## config.mk

```make
export PLATFORM = sky130hd
export DESIGN_NAME = result_averager_flat
export DESIGN_NICKNAME = d
export VERILOG_FILES = /design/src/rtl/result_averager_if.sv /design/src/rtl/result_averager.sv /design/src/flat_wrapper.sv
export SDC_FILE = /design/constraint.sdc
export NUM_CORES = 1
export LEC_CHECK = 0
export ABC_AREA = 1
export ABC_CLOCK_PERIOD_IN_PS = 7200
export CAP_MARGIN = 20
export CORE_UTILIZATION = 30
export CTS_BUF_LIST = sky130_fd_sc_hd__clkbuf_4 sky130_fd_sc_hd__clkbuf_8
export DETAILED_ROUTE_END_ITERATION = 10
export GPL_TIMING_DRIVEN = 0
export REMOVE_ABC_BUFFERS = 1
export SKIP_CTS_REPAIR_TIMING = 1
export SKIP_LAST_GASP = 1
export SYNTH_ARGS = -nofsm -noshare
export SYNTH_HDL_FRONTEND = slang
export SYNTH_SLANG_ARGS = --single-unit
```

## constraint.sdc

```tcl
create_clock -name Clk -period 7.2 [get_ports Clk]
set_input_delay 1.44 -clock Clk [delete_from_list [all_inputs] [get_ports Clk]]
set_output_delay 1.44 -clock Clk [all_outputs]
set_load 0.02 [all_outputs]
```

## src/rtl/result_averager_if.sv

```systemverilog
// result_averager_if: sample stream in, block statistics out.
//   InData   - signed 16-bit sample from the upstream stage
//   InValid  - InData is to be accepted this cycle
//   Clear    - synchronous restart of the current block
//   OutData  - signed block average (floor)
//   OutMin   - signed block minimum
//   OutMax   - signed block maximum
//   OutValid - one-cycle strobe: OutData/OutMin/OutMax are new
// master = sample producer / result consumer, slave = averager.
interface result_averager_if;
   logic signed [15:0] InData;
   logic               InValid;
   logic               Clear;
   logic signed [15:0] OutData;
   logic signed [15:0] OutMin;
   logic signed [15:0] OutMax;
   logic               OutValid;

   modport master (
      output InData, InValid, Clear,
      input  OutData, OutMin, OutMax, OutValid
   );

   modport slave (
      input  InData, InValid, Clear,
      output OutData, OutMin, OutMax, OutValid
   );
endinterface

```

## src/rtl/result_averager.sv

```systemverilog
// result_averager: averages blocks of N = 2**LOG2_N signed samples and
// reports the floor average, minimum and maximum of each block.
//   Clk   - single clock, rising edge
//   Reset - asynchronous, active-high
//   bus   - result_averager_if.slave (InData/InValid/Clear in,
//           OutData/OutMin/OutMax/OutValid out, all outputs registered)
module result_averager #(
   parameter int unsigned LOG2_N = 2
) (
   input  logic                  Clk,
   input  logic                  Reset,
   result_averager_if.slave      bus
);

   localparam int unsigned N  = 1 << LOG2_N;
   localparam int unsigned AW = 16 + LOG2_N;
   localparam int unsigned CW = (LOG2_N > 0) ? LOG2_N : 1;

   logic [CW-1:0]        count;
   logic signed [AW-1:0] acc;
   logic signed [15:0]   run_min;
   logic signed [15:0]   run_max;

   logic signed [AW-1:0] samp_ext;
   logic signed [AW-1:0] sum_c;
   logic signed [AW-1:0] avg_c;
   logic signed [15:0]   min_c;
   logic signed [15:0]   max_c;
   logic                 first_c;
   logic                 last_c;

   // Block statistics including the sample presented this cycle; the first
   // sample of a block seeds sum/min/max so nothing carries over.
   always_comb begin
      samp_ext = AW'(bus.InData);
      first_c  = (count == '0);
      last_c   = (count == CW'(N - 1));
      sum_c    = first_c ? samp_ext : (acc + samp_ext);
      min_c    = (first_c || (bus.InData < run_min)) ? bus.InData : run_min;
      max_c    = (first_c || (bus.InData > run_max)) ? bus.InData : run_max;
      // Arithmetic shift floors toward minus infinity; result always fits 16 bits.
      avg_c    = sum_c >>> LOG2_N;
   end

   // Accumulation and registered block outputs; Clear beats InValid.
   always_ff @(posedge Clk or posedge Reset) begin
      if (Reset) begin
         count        <= '0;
         acc          <= '0;
         run_min      <= '0;
         run_max      <= '0;
         bus.OutData  <= '0;
         bus.OutMin   <= '0;
         bus.OutMax   <= '0;
         bus.OutValid <= 1'b0;
      end else begin
         bus.OutValid <= 1'b0;
         if (bus.Clear) begin
            count <= '0;
            acc   <= '0;
         end else if (bus.InValid) begin
            if (last_c) begin
               // Block complete: publish and restart with no gap cycle.
               count        <= '0;
               acc          <= '0;
               bus.OutData  <= 16'(avg_c);
               bus.OutMin   <= min_c;
               bus.OutMax   <= max_c;
               bus.OutValid <= 1'b1;
            end else begin
               count <= count + CW'(1);
               acc   <= sum_c;
            end
            run_min <= min_c;
            run_max <= max_c;
         end
      end
   end

endmodule
```

## src/flat_wrapper.sv

```systemverilog
// flat-port wrapper written by rule: the top's interface ports become plain ports
module result_averager_flat 
#(
   parameter int unsigned LOG2_N = 2
)
  (Clk, Reset, bus_InData, bus_InValid, bus_Clear, bus_OutData, bus_OutMin, bus_OutMax, bus_OutValid);
  result_averager_if bus_i ();
  input  logic Clk;
  input  logic Reset;
  input wire logic [$bits(bus_i.InData)-1:0] bus_InData;
  input wire logic [$bits(bus_i.InValid)-1:0] bus_InValid;
  input wire logic [$bits(bus_i.Clear)-1:0] bus_Clear;
  output wire logic [$bits(bus_i.OutData)-1:0] bus_OutData;
  output wire logic [$bits(bus_i.OutMin)-1:0] bus_OutMin;
  output wire logic [$bits(bus_i.OutMax)-1:0] bus_OutMax;
  output wire logic [$bits(bus_i.OutValid)-1:0] bus_OutValid;
  assign bus_i.InData = bus_InData;
  assign bus_i.InValid = bus_InValid;
  assign bus_i.Clear = bus_Clear;
  assign bus_OutData = bus_i.OutData;
  assign bus_OutMin = bus_i.OutMin;
  assign bus_OutMax = bus_i.OutMax;
  assign bus_OutValid = bus_i.OutValid;
  result_averager #(.LOG2_N(LOG2_N)) u_core (.Clk(Clk), .Reset(Reset), .bus(bus_i));
endmodule
```

# [Word-level counts from Yosys, hierarchy flattened]
# Cells that the tools add are included.
[totals] output_inout_bits=49 ram_bits=0 wordCells=32 latch_bits=0 mem_bits_ro=0 regBits=101 in_bits=20 mem_count=0
[classes] n_lt_le_gt_ge=2 n_shift=0 n_reduce_logical=6 div_mod_pow=0 muxes=12 n_bitwise=1 n_mul=0 add_sub_neg=2 n_eq_ne=1
[op_table] cell="18-bit two-way mux" count=4
[op_table] cell="16-bit two-way mux" count=2
[op_table] cell="18-bit by 16-bit adder with 18-bit output" count=1
[op_table] cell="16-bit > comparator" count=1
[op_table] cell="16-bit less-than comparator" count=1
[op_table] cell="2-bit two-way mux" count=3
[op_table] cell="1-bit two-way mux" count=3
[op_table] cell="3-bit AND reduction" count=1
[op_table] cell="2-bit by 1-bit adder with 2-bit output (second input constant)" count=1
[op_table] cell="2-bit equality test (second input constant)" count=1
[op_table] cell="2-bit logical NOT" count=1
[op_table] cell="1-bit logical OR" count=2
[op_table] cell="2-bit AND reduction" count=1
[op_table] cell="2-bit nonzero test" count=1
[op_table] cell="1-bit inverter" count=1

# [Longest topological paths before layout]
# Gate-level depths: netlist (run 1).
[logic_depth] word_depth=5 ltp_mapped=18 depth_no_buf=17

# [Least setup slack after synthesis (run 1)]
# OpenSTA, ideal clock, no wires.
[synth_path] path_type="input to register" from="input bus_InData[15]" to="register u_core.bus.OutMin[0]" required_time_ps=7082 arrival_time_ps=2809 cell_stages=10 setup_ps=118 n_path_buf=1 setup_slack_ps=4273 cell_sequence="ha_1 > a21oi_1 > o21ai_1 > nor2_2 > nand2_2 > nand2_4 > buf_2 > nand4_1 > nand3_1 > nand2_1"
[synth_via] elab_chain_len=3
[synth_lines] element="start: declaration" line_no="flat_wrapper.sv:10" rtl="input wire logic [$bits(bus_i.InData)-1:0] bus_InData;"
[synth_lines] element="16-bit less-than comparator" line_no="result_averager.sv:39" rtl="min_c = (first_c || (bus.InData < run_min)) ? bus.InData : run_min;"
[synth_lines] element="1-bit logical OR" line_no="result_averager.sv:39"
[synth_lines] element="16-bit two-way mux" line_no="result_averager.sv:39"
[synth_lines] element="end signal: assignment" line_no="result_averager.sv:67" rtl="bus.OutMin <= min_c;"
[synth_lines] element="end: declaration" line_no="result_averager_if.sv:26" rtl="output OutData, OutMin, OutMax, OutValid"
# No other way between the ends.
# A chain may end at the register's enable or synchronous reset.

# [Worst setup path after layout (run 1)]
[layout_path] from="input bus_InValid" to="register u_core.acc[7]"
[layout_via] elab_chain_len=1
[layout_lines] element="start: declaration" line_no="flat_wrapper.sv:11" rtl="input wire logic [$bits(bus_i.InValid)-1:0] bus_InValid;"
[layout_lines] element="2-bit nonzero test (no source line)"
[layout_lines] element="end signal: assignment" line_no="result_averager.sv:72" rtl="acc <= sum_c;"
[layout_lines] element="end: declaration" line_no="result_averager.sv:20" rtl="logic signed [AW-1:0] acc;"
# No other way between the ends.

==> results of run 1 <==
==> sequential cells by signal, indices dropped and copies added (netlist names) <==
register,flops
u_core.acc,18
u_core.bus.OutData,16
u_core.bus.OutMax,16
u_core.bus.OutMin,16
u_core.run_max,16
u_core.run_min,16
u_core.count,2
u_core.bus.OutValid,1
==> critical path, stage by stage <==
cell	delay, ns
clkdlybuf4s50_1	0.54
inv_1	0.09
nor2_4	0.71
inv_2	0.56
nor2_1	0.80
inv_1	0.37
o21ai_0	0.26
==> power breakdown <==
part / total (mW) / internal [mW] / switching (mW)
combinational: 0.737 / 0.287 / 0.450
clock: 0.393 / 0.191 / 0.202
sequential: 0.743 / 0.680 / 0.0631
total: 1.87 / 1.16 / 0.716
==> kinds of logic (layout without fill, tap and decap cells) <==
logic type,after synthesis,after routing,share of synthesized area (%)
AND/OR/NAND/NOR,503,503,34.7
buffers and inverters,121,177,7.50
flip-flops,101,101,40.3
AO/OA/AOI/OAI,79,79,6.80
adder cells (fa/ha/maj),51,51,10.3
XOR/XNOR,3,3,0.419
==> worst min path at each step <==
stage                                        start                              to  slack, ns  depth (start not counted)
floorplan           u_core.run_min[10]$_DFFE_PP0P_  u_core.run_min[10]$_DFFE_PP0P_       0.45                          2
global placement     u_core.run_max[9]$_DFFE_PP0P_   u_core.run_max[9]$_DFFE_PP0P_       0.46                          2
detailed placement  u_core.run_min[11]$_DFFE_PP0P_  u_core.run_min[11]$_DFFE_PP0P_       0.46                          2
CTS                 u_core.run_min[11]$_DFFE_PP0P_  u_core.run_min[11]$_DFFE_PP0P_       0.49                          2
global route         u_core.run_min[1]$_DFFE_PP0P_   u_core.run_min[1]$_DFFE_PP0P_       0.50                          2
finish              u_core.run_min[11]$_DFFE_PP0P_  u_core.run_min[11]$_DFFE_PP0P_       0.48                          2
==> final cells by class <==
cell class / count / area share, %
Tap cell: 270 / 4.54
Timing Repair Buffer: 71 / 9.94
Inverter: 92 / 4.68
Clock inverter: 5 / 1.04
Clock buffer: 9 / 1.66
Multi-Input combinational cell: 636 / 44.2
Sequential cell: 101 / 34.0
==> through the flow <==
step | cell area (um2) | cells | power, mW | utilization, %
global route | 7440 | 1184 | 2.01 | 36.5
global placement | 7170 | 1167 | 1.48 | 35.2
floorplan | 6150 | 829 | 1.21 | -
CTS | 7440 | 1184 | 1.89 | 36.5
detailed placement | 7240 | 1170 | 1.49 | 35.5
finish | 7440 | 1184 | 1.87 | 36.5
==> cells in the final DEF (no fill, tap or decap), drive strengths merged, types with 2 or more instances in the layout <==
cell	synthesis	final
nand2	326	326
nand3	116	116
dfrtp	101	101
inv	92	92
clkdlybuf4s50	0	68
ha	50	50
o21ai	35	35
nor2	33	33
a21oi	31	31
nand4	20	20
clkbuf	20	9
o21bai	5	5
nor3	4	4
a21o	4	4
o22ai	4	4
buf	9	3
xnor2	2	2
bufinv	0	2
clkinv	0	2
or2	2	2
==> routing by layer <==
layer / vias to the layer above / global-route usage (%) / wire length, um
met5: - / 0 / 0
met4: 0 / 5.52 / 307
met3: 15 / 2.31 / 534
met2: 109 / 26.4 / 7410
met1: 2597 / 23.1 / 8620
li1: 2882 / - / -
==> impl_results.md, run 1 <==
* Synth area leaders: dfrtp_1, nand2_1, ha_1, nand3_1, inv_1
* Reg2reg start: u_core.count[0]$_DFFE_PP0P_
* Clock Tree Root: clkbuf_8
* Fin Setup TNS at 0 ns
* TritonCTS Sinks at slightly above 100
* Netlist Area Pre-Place at 0.00627 mm2
* Port buffer count at between 60 and 70
* Most numerous cell in the Yosys netlist: nand2_1
* CP startpoint: bus_InValid
* Final period util at 62.8%
* First-pass GRT wire length at about 28000 um
* TritonCTS clock tree: done
* Number of synthesized flops with an enable pin at 0
* Leak Pwr at approximately 3.9 nW
* Row cnt at 52
* Initial antenna violation count at 0
* Die Height at 147 um
* Arrival @ worst endpoint at ~4.8 ns
* Post-route ant nets at 0
* Die width at about 150 um
* DRC errors left at 0
* RR Endpoint: u_core.bus.OutMax[0]$_DFFE_PP0P_
* Multi-input gate area at 0.00329 mm2
* CTS buffer count at 9
* Placement Setup Slack at roughly 2.2 ns
* Critical path startpoint category: primary input
* Async set-or-reset flop fraction in the synthesized netlist at between 90% and 100%
* RSZ-0062 raised after global routing: no
* Ys Warns at 0
* Drt initial violations at 360
* Routed wire length at ~17000 um
* Clk slew on worst S/H paths at about 0.090 ns
* Clock H-tree levels at 3
* Status: complete, no violations
* Post-DP HPWL at 11700 um
* Synth Flop Type: dfrtp_1
* Cells after synthesis at 858
* Die area at between 0.02 and 0.025 mm2
* Worst IR Drop VDD at 0.104 mV
* # IOs at between 60 and 70
* Share of layout cells above drive strength 1 at 4.70%
* WHS at a little under 0.5 ns
* #FFs+latches synth at 101
* Clk buf depth at 2
* Total number of vias at approximately 5600
* Layout net count at between 900 and 1000
* GR Util All Layers at between 15 and 20%
* Final min period at roughly 4.5 ns
* Worst Setup EP: u_core.acc[7]$_DFFE_PP0P_
* Worst Setup Path Type: primary input to register
* Max-slew violations at 0
* Post-synth top area share at roughly two fifths
* Synth cell count leaders: nand2_1, nand3_1, dfrtp_1, inv_1, ha_1
* Worst reg2reg path depth at 7
* Final Setup Violations at 0
* Fillcell total at about 2200
* Starting Density at between 30% and 40%
* Vias in the first global route at 5565
* Wire per inst at between 10 and 15 um
* Clk_skew at between 0.01 and 0.015 ns
* Global route overflow at 0
* Post-synthesis cell type count at 33
* CP Capture Type: register
* Worst Max-Slew Pin Slew at about 1.0 ns
* Clock Latency Late Sink at 0.38 ns
* Largest net degree at the start of global routing at approximately 70
* Mean Syn Cell Area at 7.31 um2
* Final WS setup at 2.68 ns
* Vias/cell at about 4.7
* Final hold vios at 0
* Worst reg2reg setup slack at approximately 4.5 ns
* Area Growth Syn to Fin at 18.6%
* Max Cap Viol at 0
* Register area share after synthesis at about two fifths
* 1st-pass router iterations at 5
* Slew margin rel. at a little under a third
* Global placement routability congestion at 0.887
* Crit Path Max Fanout at 34
* Hold Crit Class: register to register
* Core ar. at between 0.02 and 0.025 mm2
* ANT cells at 0
* Largest area contributor in the netlist: dfrtp_1
* Power per cell area at 252 mW/mm2
* Sequential Area at 0.00253 mm2
* Max Fclk at between 200 and 250 MHz
* Worst Path Required at 7.50 ns
Note: power is estimated with default switching activity, not from simulation.
==> inputs of run 2 (changes only) <==
ABC_CLOCK_PERIOD_IN_PS = 3760   (was 7200)
clock period = 3.76 ns   (was 7.2 ns; I/O delays follow)
==> impl_results.md, run 2 (synthesized netlist as in run 1, its figures left out) <==
* Status: complete, no violations
* WHS at 0.485 ns (+0.000313 ns)
* Multi-input gate area at 0.00329 mm2 (+0.19%)
* Final Setup Violations at 0 (unchanged)
* Fin cells at 1185 (+0.084%)
* Clk buf depth at 2 (unchanged)
* Initial antenna violation count at 0 (unchanged)
* Clock H-tree levels at 3 (unchanged)
* Share of layout cells above drive strength 1 at 4.81% (+0.10 points)
* Arrival @ worst endpoint at 3.79 ns (-1.03 ns)
* Starting Density at 30.8% (unchanged)
* Drt initial violations at 348 (-3.3%)
* CTS buffer count at 9 (unchanged)
* Clk_skew at 0.0139 ns (+0.00114 ns)
* Max Fclk at around 290 MHz
* 1st-pass router iterations at 7 (+2)
* Max-slew violations at 0 (unchanged)
* GR Util All Layers at 16.6% (unchanged)
* TritonCTS Sinks at 101 (unchanged)
* RSZ-0062 raised after global routing: no
* DRC errors left at 0 (unchanged)
* Final hold vios at 0 (unchanged)
* Overall power at 3.59 mW (+92%)
* Crit Path Max Fanout at 34 (unchanged)
* Total number of vias at 5641 (+0.68%)
* First-pass GRT wire length at 28400 um (unchanged)
* Vias/cell at 4.76 (+0.59%)
* CP startpoint: bus_InValid
* Die Height at 147 um (unchanged)
* Die width at 147 um (unchanged)
* Worst Path Required at 4.06 ns (-3.44 ns)
* Largest net degree at the start of global routing at 68 (unchanged)
* Clock Latency Late Sink at 0.38 ns (about the same)
* Worst Max-Slew Pin Slew at 1.05 ns (+0.00652 ns)
* Post-layout util at 36.6% (about the same)
* Final instance area at 0.00745 mm2 (about the same)
* Die area at 0.0215 mm2 (unchanged)
* Leak Pwr at 3.90 nW (about the same)
* Cells after DPL at 1170 (unchanged)
* Most common cell after layout, fill and taps aside: nand2_1
* Layout net count at 983 (+0.10%)
* Port buffer count at 68 (unchanged)
* Worst Setup Path Type: primary input to register
* Wire per inst at 14.5 um (+1.7%)
* Row cnt at 52 (unchanged)
* Reg2reg start: u_core.count[0]$_DFFE_PP0P_
* Core ar. at 0.0204 mm2 (unchanged)
* ANT cells at 0 (unchanged)
* Global route overflow at 0 (unchanged)
* Post-DP HPWL at 11700 um (unchanged)
* Clock Tree Root: clkbuf_8
* TritonCTS clock tree: done
* Slew margin rel. at 29.9% (-0.44 points)
* Final period util at 92.8%
* Area after DPL at 0.00724 mm2 (unchanged)
* # IOs at 69 (unchanged)
* Area Growth Syn to Fin at 18.7% (about the same)
* Worst hold path startpoint: u_core.run_min[11]$_DFFE_PP0P_
* CP Capture Type: register
* Critical path startpoint category: primary input
* Sequential Area at 0.00253 mm2 (unchanged)
* Global placement routability congestion at 0.887 (unchanged)
* Clk slew on worst S/H paths at 0.09 ns (about the same)
* Power per cell area at 482 mW/mm2 (+92%)
* Post-route ant nets at 0 (unchanged)
* Vias in the first global route at 5565 (unchanged)
* Most frequent cells in the layout: nand2_1, nand3_1, dfrtp_1
* Hold Crit Class: register to register
* Fillcell total at 2168 (+0.046%)
* Final min period at around 3.5 ns
* Routed wire length at 17200 um (+1.8%)
* Max Cap Viol at 0 (unchanged)
* Worst IR Drop VDD at 0.199 mV (+91%)
* Max reg flops at 18 (unchanged)
* Biggest register: u_core.acc
run 2: final timing paths:
| check | end | slack, ns | cells after the start |
|---|---|---|---|
| worst max-delay path | u_core.acc[7]$_DFFE_PP0P_ | 0.27 | 7 |
| worst min-delay path | u_core.run_min[11]$_DFFE_PP0P_ | 0.48 | 2 |
| worst max register to register | u_core.bus.OutMax[12]$_DFFE_PP0P_ | 1.02 | 7 |
| worst min register to register | u_core.run_min[11]$_DFFE_PP0P_ | 0.48 | 2 |
| max in group asynchronous | u_core.bus.OutData[7]$_DFFE_PP0P_ | 2.31 | 3 |
| min in group asynchronous | u_core.bus.OutValid$_DFF_PP0_ | 0.74 | 2 |
run 2: report_power, final:
part	switching [mW]	total [mW]	internal, mW
registers	0.121	1.42	1.30
clock network	0.388	0.754	0.366
logic	0.866	1.42	0.550
run 2: metal layers:
metal	vias to the layer above	GRT usage (%)	part of all wire [%]
met1	2618	23.1	51
met5	-	0	0
li1	2889	-	-
met2	118	26.4	43
met4	0	5.52	2.0
met3	16	2.31	3.7
run 2: metrics by stage:
step | setup TNS, ns | worst slack, ns
3_5_place_dp | -24.27 | -0.508
6_report | 0 | 0.270
3_3_place_gp | -291.46 | -2.74
4_1_cts | -0.675 | -0.0712
2_1_floorplan | 0 | 0.0520
5_1_grt | 0 | 0.00736
run 2: critical path: stages:
cell and delay [ns]:
clkdlybuf4s50_1 0.54, inv_1 0.15, nor2_4 0.48, inv_2 0.45, nor2_1 0.77, inv_1 0.37, o21ai_0 0.26
run 2: layout make-up:
cell class / instances / share of cell area, %
multi-input combinational: 637 / 44.2
clock buffer: 9 / 1.66
sequential: 101 / 33.9
timing repair buffer: 71 / 9.93
tap: 270 / 4.54
inverter: 92 / 4.67
clock inverter: 5 / 1.04
==> inputs of run 3 (changes only) <==
TNS_END_PERCENT = 50   (was not set)
==> results of run 3 <==
No change in the layout: final DEF, timing and power equal those of run 2.
